### config.mk
export PLATFORM = sky130hd
export DESIGN_NAME = twi_scl_phase_generator
export DESIGN_NICKNAME = d
export VERILOG_FILES = /design/src/rtl/twi_pkg.sv /design/src/rtl/counter.sv /design/src/rtl/twi_scl_phase_generator.sv
export SDC_FILE = /design/constraint.sdc
export NUM_CORES = 1
export LEC_CHECK = 0
export BUFFER_PORTS_ARGS = -buffer_cell sky130_fd_sc_hd__clkbuf_2
export CORE_ASPECT_RATIO = 1.5
export CORE_MARGIN = 2
export CORE_UTILIZATION = 40
export CTS_CLUSTER_DIAMETER = 100
export DETAILED_ROUTE_END_ITERATION = 7
export GPL_TIMING_DRIVEN = 0
export PLACE_DENSITY = 0.66
export SLEW_MARGIN = 10
export SYNTH_ARGS = -nofsm -noshare
export SYNTH_HDL_FRONTEND = slang
export SYNTH_HIERARCHICAL = 1
export SYNTH_SLANG_ARGS = --single-unit
### constraint.sdc
create_clock -name clk -period 19.9 [get_ports clk]
set_input_delay 1.99 -clock clk [delete_from_list [all_inputs] [get_ports clk]]
set_output_delay 1.99 -clock clk [all_outputs]
set_load 0.005 [all_outputs]
### src/rtl/twi_pkg.sv
// rtl/twi_pkg.sv - shared types, constants and sizing helper for the TWI SCL phase generator
package twi_pkg;

  typedef enum logic [2:0] {
    SCL_IDLE,
    SCL_LOW_A,
    SCL_LOW_B,
    SCL_HIGH_A,
    SCL_HIGH_B
  } scl_phase_e;

  localparam int HALF_BASE_DEF = 8;

  // Wide enough for HALF_BASE + max twbr shifted by the largest prescaler (4^(2^w-1)).
  function automatic int cnt_width(input int twbr_w, input int twps_w);
    return twbr_w + 2 * ((1 << twps_w) - 1) + 1;
  endfunction

endpackage

### src/rtl/counter.sv
// rtl/counter.sv - generic clear/increment counter
module counter #(
  parameter int WIDTH = 8
) (
  input  logic             clk,
  input  logic             resetn,
  input  logic             clear,
  input  logic             inc,
  output logic [WIDTH-1:0] count
);

  always_ff @(posedge clk or negedge resetn) begin
    if (!resetn) begin
      count <= '0;
    end else if (clear) begin
      count <= '0;
    end else if (inc) begin
      count <= count + WIDTH'(1);
    end
  end

endmodule

### src/rtl/twi_scl_phase_generator.sv
// rtl/twi_scl_phase_generator.sv - four-phase SCL timing engine; TWI_SCL_STRETCH_EN enables slave clock stretching
module twi_scl_phase_generator
  import twi_pkg::*;
#(
  parameter int TWBR_WIDTH = 8,
  parameter int TWPS_WIDTH = 2,
  parameter int HALF_BASE  = HALF_BASE_DEF
) (
  input  logic                  clk,
  input  logic                  resetn,
  input  logic                  scl_gen_en,
  input  logic [TWPS_WIDTH-1:0] twps,
  input  logic [TWBR_WIDTH-1:0] twbr,
  input  logic                  scl_in,
  output logic                  scl_out,
  output logic                  scl_fall_stb,
  output logic                  drive_stb,
  output logic                  scl_rise_stb,
  output logic                  sample_stb,
  output logic                  busy,
  output logic                  stretching
);

  localparam int CNT_WIDTH = cnt_width(TWBR_WIDTH, TWPS_WIDTH);

  scl_phase_e            state;
  logic [TWBR_WIDTH-1:0] twbr_sh;
  logic [TWPS_WIDTH-1:0] twps_sh;
  logic [CNT_WIDTH-1:0]  half;
  logic [CNT_WIDTH-1:0]  q1;
  logic [CNT_WIDTH-1:0]  q2;
  logic [CNT_WIDTH-1:0]  phase_len;
  logic [CNT_WIDTH-1:0]  cnt;
  logic                  stall;
  logic                  inc;
  logic                  clear;
  logic                  expire;

`ifdef TWI_SCL_STRETCH_EN
  assign stall = (state == SCL_HIGH_A) && !scl_in;
`else
  logic unused_scl_in;
  assign unused_scl_in = scl_in;
  assign stall = 1'b0;
`endif

  // Shift amount is twps*2, widened by one bit so the largest prescaler does not wrap.
  assign half      = CNT_WIDTH'(HALF_BASE) + (CNT_WIDTH'(twbr_sh) << {twps_sh, 1'b0});
  assign q1        = half >> 1;
  assign q2        = half - q1;
  assign phase_len = (state == SCL_LOW_A || state == SCL_HIGH_A) ? q1 : q2;
  assign inc       = busy && !stall;
  assign expire    = inc && (cnt == phase_len - CNT_WIDTH'(1));
  assign clear     = expire || (state == SCL_IDLE);

  counter #(
    .WIDTH(CNT_WIDTH)
  ) u_phase_cnt (
    .clk    (clk),
    .resetn (resetn),
    .clear  (clear),
    .inc    (inc),
    .count  (cnt)
  );

  always_ff @(posedge clk or negedge resetn) begin
    if (!resetn) begin
      state        <= SCL_IDLE;
      twbr_sh      <= '0;
      twps_sh      <= '0;
      scl_out      <= 1'b1;
      busy         <= 1'b0;
      stretching   <= 1'b0;
      scl_fall_stb <= 1'b0;
      drive_stb    <= 1'b0;
      scl_rise_stb <= 1'b0;
      sample_stb   <= 1'b0;
    end else begin
      scl_fall_stb <= 1'b0;
      drive_stb    <= 1'b0;
      scl_rise_stb <= 1'b0;
      sample_stb   <= 1'b0;
      stretching   <= stall;
      case (state)
        SCL_IDLE: begin
          if (scl_gen_en) begin
            state        <= SCL_LOW_A;
            twbr_sh      <= twbr;
            twps_sh      <= twps;
            scl_out      <= 1'b0;
            busy         <= 1'b1;
            scl_fall_stb <= 1'b1;
          end
        end
        SCL_LOW_A: begin
          if (expire) begin
            state     <= SCL_LOW_B;
            drive_stb <= 1'b1;
          end
        end
        SCL_LOW_B: begin
          if (expire) begin
            state        <= SCL_HIGH_A;
            scl_out      <= 1'b1;
            scl_rise_stb <= 1'b1;
          end
        end
        SCL_HIGH_A: begin
          if (expire) begin
            state      <= SCL_HIGH_B;
            sample_stb <= 1'b1;
          end
        end
        SCL_HIGH_B: begin
          // Enable is only consulted at the period boundary, so stops never truncate a period.
          if (expire) begin
            if (scl_gen_en) begin
              state        <= SCL_LOW_A;
              twbr_sh      <= twbr;
              twps_sh      <= twps;
              scl_out      <= 1'b0;
              scl_fall_stb <= 1'b1;
            end else begin
              state <= SCL_IDLE;
              busy  <= 1'b0;
            end
          end
        end
        default: begin
          state   <= SCL_IDLE;
          scl_out <= 1'b1;
          busy    <= 1'b0;
        end
      endcase
    end
  end

endmodule

==> impl_metrics.prom <==
# TYPE chip_impl_metric gauge
chip_impl_metric{name="fin_nets",unit=""} 609
chip_impl_metric{name="place_congestion",unit=""} 0.963
chip_impl_metric{name="finalSetupTns",unit="ns"} 0
chip_impl_metric{name="cp_data_required_time",unit="ns"} 20.06
chip_impl_info{name="synth.largest_area_cell",value="sky130_fd_sc_hd__dfrtp_1"} 1
chip_impl_metric{name="area_growth_from_synthesis_to_final_layout",unit="%"} 9.69
chip_impl_info{name="yosysMostFrequentCell",value="sky130_fd_sc_hd__nand2_1"} 1
chip_impl_info{name="status",value="finished clean"} 1
chip_impl_metric{name="synth_enable_flop_cells",unit=""} 0
chip_impl_metric{name="synth.top_cell.area_share",unit="%"} 19.0
chip_impl_metric{name="vdd.ir_drop.worst",unit="mV"} 0.0411
chip_impl_metric{name="timing.critical_path.arrival",unit="ns"} 8.30
chip_impl_metric{name="timing.max_slew.rel_slack",unit="%"} 41.8
chip_impl_metric{name="dieArea",unit="µm²"} 11700
chip_impl_metric{name="num_vias",unit=""} 4574
chip_impl_metric{name="fmaxAchievable",unit="GHz"} 0.123
chip_impl_metric{name="cts.sink_count",unit=""} 34
chip_impl_metric{name="share_seq_of_total_power",unit="%"} 44.9
chip_impl_info{name="regToRegEndpoint",value="u_phase_cnt/count[12]$_DFFE_PN0P_"} 1
chip_impl_metric{name="number_of_global_route_vias_before_repair",unit=""} 4518
chip_impl_metric{name="synthesis.nets",unit=""} 584
chip_impl_metric{name="worst_r2r_path_depth",unit=""} 28
chip_impl_metric{name="postSynthAreaPerCell",unit="µm²"} 7.77
chip_impl_metric{name="cap_viol_max_count",unit=""} 0
chip_impl_metric{name="detailed_place_hpwl",unit="µm"} 10100
chip_impl_metric{name="cts_htree_levels",unit=""} 2
chip_impl_metric{name="global_route.usage.total",unit="%"} 22.8
chip_impl_metric{name="clock_path_buffers",unit=""} 2
chip_impl_metric{name="clk_latency",unit="ns"} 0.29
chip_impl_metric{name="synth_seq_area_share",unit="%"} 19.6
chip_impl_metric{name="routed_wl",unit="µm"} 13100
chip_impl_metric{name="setup_viol",unit=""} 0
chip_impl_metric{name="power.leakage",unit="nW"} 1.96
chip_impl_metric{name="initial_utilization",unit="%"} 41.1
chip_impl_metric{name="die_x",unit="µm"} 89.2
chip_impl_metric{name="grt_overflow_total",unit=""} 0
chip_impl_metric{name="final_period_minus_worst_setup_slack",unit="ns"} 8.14
chip_impl_metric{name="diodes",unit=""} 0
chip_impl_info{name="clock-root-buffer",value="sky130_fd_sc_hd__clkbuf_16"} 1
chip_impl_metric{name="pin_count",unit=""} 21
chip_impl_metric{name="netlist_instances",unit=""} 560
chip_impl_metric{name="cellPowerDensity",unit="nW/µm²"} 32.3
chip_impl_metric{name="drt.antenna.violating_nets",unit=""} 0
chip_impl_info{name="synth_commonest_cells",value="45 x sky130_fd_sc_hd__nand2_1, 42 x sky130_fd_sc_hd__nor2_1, 33 x sky130_fd_sc_hd__dfrtp_1"} 1
chip_impl_metric{name="cts.hold.buffers_added",unit=""} 0
chip_impl_metric{name="grt_antenna_before_repair",unit=""} 0
chip_impl_metric{name="ys.warnings.count",unit=""} 6
chip_impl_metric{name="route.detailed.vias_per_inst",unit=""} 6.27
chip_impl_metric{name="hold_depth",unit=""} 1
chip_impl_info{name="critical-path-slowest-cell",value="sky130_fd_sc_hd__a31oi_1"} 1
chip_impl_metric{name="hold-worst-slack",unit="ns"} 0.559
chip_impl_info{name="worst_setup_path_start_kind",value="flip-flop"} 1
chip_impl_info{name="cts_tree",value="yes"} 1
chip_impl_metric{name="synth_cell_types",unit=""} 86
chip_impl_metric{name="regToRegSetupSlack",unit="ns"} 11.76
chip_impl_metric{name="placeableCoreArea",unit="µm²"} 10600
chip_impl_metric{name="postCtsSetupBuffers",unit=""} 0
chip_impl_metric{name="design_power_total",unit="mW"} 0.154
chip_impl_metric{name="clk_transition_reported_paths",unit="ns"} 0.06
chip_impl_metric{name="drv_slew",unit=""} 0
chip_impl_info{name="cp-endpoint",value="u_phase_cnt/count[12]$_DFFE_PN0P_"} 1
chip_impl_info{name="yosys-top-cells-area",value="sky130_fd_sc_hd__dfrtp_1 19%, sky130_fd_sc_hd__xnor2_1 5.0%, sky130_fd_sc_hd__nand2_1 3.9%"} 1
chip_impl_metric{name="final.setup_skew",unit="ns"} 0.00692
chip_impl_metric{name="io_buffers",unit=""} 18
chip_impl_metric{name="grt_first_pass_wirelength",unit="µm"} 21700
chip_impl_metric{name="total_switching_power",unit="mW"} 0.0344
chip_impl_metric{name="share_comb_of_total_power",unit="%"} 2.1
chip_impl_info{name="r2r_start",value="twps_sh[0]$_DFFE_PN0P_"} 1
chip_impl_metric{name="worst-slew-pin-transition",unit="ns"} 0.873
chip_impl_metric{name="detail_route.drc_violations",unit=""} 0
chip_impl_metric{name="pin_count_of_the_biggest_net_entering_global_routing",unit=""} 35
chip_impl_metric{name="clock_power_share",unit="%"} 53.0
chip_impl_metric{name="longest_individual_stage_delay_on_the_worst_path",unit="ns"} 0.54
chip_impl_info{name="holdCritPathClass",value="reg -> reg"} 1
chip_impl_metric{name="biggest_fanout_along_the_worst_timing_path",unit=""} 10
chip_impl_metric{name="postSynth.asyncResetShare",unit="%"} 100
chip_impl_metric{name="firstDrtPassIters",unit=""} 5
chip_impl_metric{name="switching_share",unit="%"} 22.3
chip_impl_info{name="worst_setup_path_end_kind",value="flip-flop"} 1
chip_impl_metric{name="ys_ff_latch",unit=""} 34
chip_impl_metric{name="proportion_of_layout_cells_with_a_drive_suffix_above_1",unit="%"} 11.8
chip_impl_metric{name="layout_filler_cell_count",unit=""} 1114
chip_impl_metric{name="rows",unit=""} 46
chip_impl_metric{name="report.final.hold_viol_count",unit=""} 0
chip_impl_metric{name="min_period_over_period",unit="%"} 40.9
chip_impl_metric{name="dr.first_iter.drc_count",unit=""} 301
chip_impl_metric{name="cts_made_buffers",unit=""} 5
chip_impl_info{name="synth_ff_type",value="sky130_fd_sc_hd__dfrtp_1"} 1
chip_impl_metric{name="cts_repair_resize_count",unit=""} 0
chip_impl_info{name="rsz0062_at_grt",value="no"} 1
chip_impl_info{name="timing.critical_path.from",value="twps_sh[0]$_DFFE_PN0P_"} 1
chip_impl_metric{name="final_standard_cell_utilization_of_the_core",unit="%"} 45.1
chip_impl_metric{name="internal_power",unit="mW"} 0.120
chip_impl_metric{name="synth_area",unit="µm²"} 4350
chip_impl_info{name="crit_type",value="reg -> reg"} 1
chip_impl_metric{name="chipHeight",unit="µm"} 132
chip_impl_metric{name="routed_wire_length_per_instance",unit="µm"} 17.9
-- layout by cell type (no fill, tap or decap), types with 17 or more instances in the layout --
cell type and instances:
sky130_fd_sc_hd__nand2_1 45, sky130_fd_sc_hd__nor2_1 42, sky130_fd_sc_hd__dfrtp_1 33, sky130_fd_sc_hd__nand3_1 32, sky130_fd_sc_hd__o21ai_0 27, sky130_fd_sc_hd__xnor2_1 25, sky130_fd_sc_hd__a21oi_1 24, sky130_fd_sc_hd__clkbuf_1 19
sky130_fd_sc_hd__clkbuf_2 18, sky130_fd_sc_hd__or4_1 17
-- worst min-delay path by stage --
stage	start	endpoint	slack [ns]
finish	state[1]$_DFFE_PN0P_	drive_stb$_DFF_PN0_	0.56
global route	state[1]$_DFFE_PN0P_	drive_stb$_DFF_PN0_	0.59
CTS	state[1]$_DFFE_PN0P_	drive_stb$_DFF_PN0_	0.56
detailed placement	state[1]$_DFFE_PN0P_	drive_stb$_DFF_PN0_	0.55
global placement	state[1]$_DFFE_PN0P_	drive_stb$_DFF_PN0_	0.54
floorplan	state[1]$_DFFE_PN0P_	drive_stb$_DFF_PN0_	0.49
-- layer usage --
layer  part of all wire, %  wire, µm  global-route usage [%]  up-vias
li1                      -         -                       -     2183
met1                    40      5280                    26.8     2212
met2                    53      6890                    40.6      153
met3                   3.6       476                    2.44       26
met4                   3.2       413                    9.78        0
met5                     0         0                       0        -
-- cell families (layout without fill, tap and decap cells) --
kind of cell             after synthesis  after routing  share of synthesized area (%)
AND/OR/NAND/NOR                      253            253                           32.7
AO/OA/AOI/OAI                        144            144                           23.8
buffers and inverters                 54             80                           5.78
XOR/XNOR                              40             40                           8.68
flip-flops                            34             34                           19.6
multiplexers                          23             23                           6.21
adder cells (fa/ha/maj)               10             10                           3.05
other                                  2              2                          0.173
-- flip-flops by register name, summed over array words and instances (netlist names) --
name	cells
busy	1
drive_stb	1
sample_stb	1
scl_fall_stb	1
scl_out	1
scl_rise_stb	1
state	3
twbr_sh	8
twps_sh	2
u_phase_cnt/count	15
-- per-stage QoR --
step           instances  worst slack [ns]  instance area, µm²
5_1_grt              730             11.30                4770
3_5_place_dp         722             11.96                4620
2_1_floorplan        560             13.51                4350
4_1_cts              730             11.94                4770
3_3_place_gp         722             12.11                4620
6_report             730             11.76                4770
-- area by class of cell --
class                           instances  area [µm²]  area share [%]
Buffer                                 38         191            4.01
Clock buffer                            6         139            2.91
Clock inverter                          2        12.5           0.262
Sequential cell                        34         852            17.9
Multi-Input combinational cell        472        3250            68.0
Inverter                               16        60.1            1.26
Timing Repair Buffer                   18        90.1            1.89
Tap cell                              144         180            3.77
-- critical path, delay by kind of cell, from the launching register on --
kind / cells / cell delay (ns)
simple gates: 9 / 2.38
buf+inv: 7 / 1.76
compound gates: 6 / 1.55
xor+xnor: 3 / 1.07
fa+ha+maj: 2 / 0.55
mux: 1 / 0.36
flops: 1 / 0.34
-- power by group through the flow --
stage | logic (mW) | clock network (mW) | registers [mW]
floorplan | 0.000385 | 0 | 0.0704
global placement | 0.00322 | 0 | 0.0704
detailed placement | 0.00333 | 0 | 0.0704
CTS | 0.00333 | 0.0825 | 0.0692
global route | 0.00378 | 0.0860 | 0.0691
finish | 0.00326 | 0.0818 | 0.0692
(Power assumes the default switching activity.)
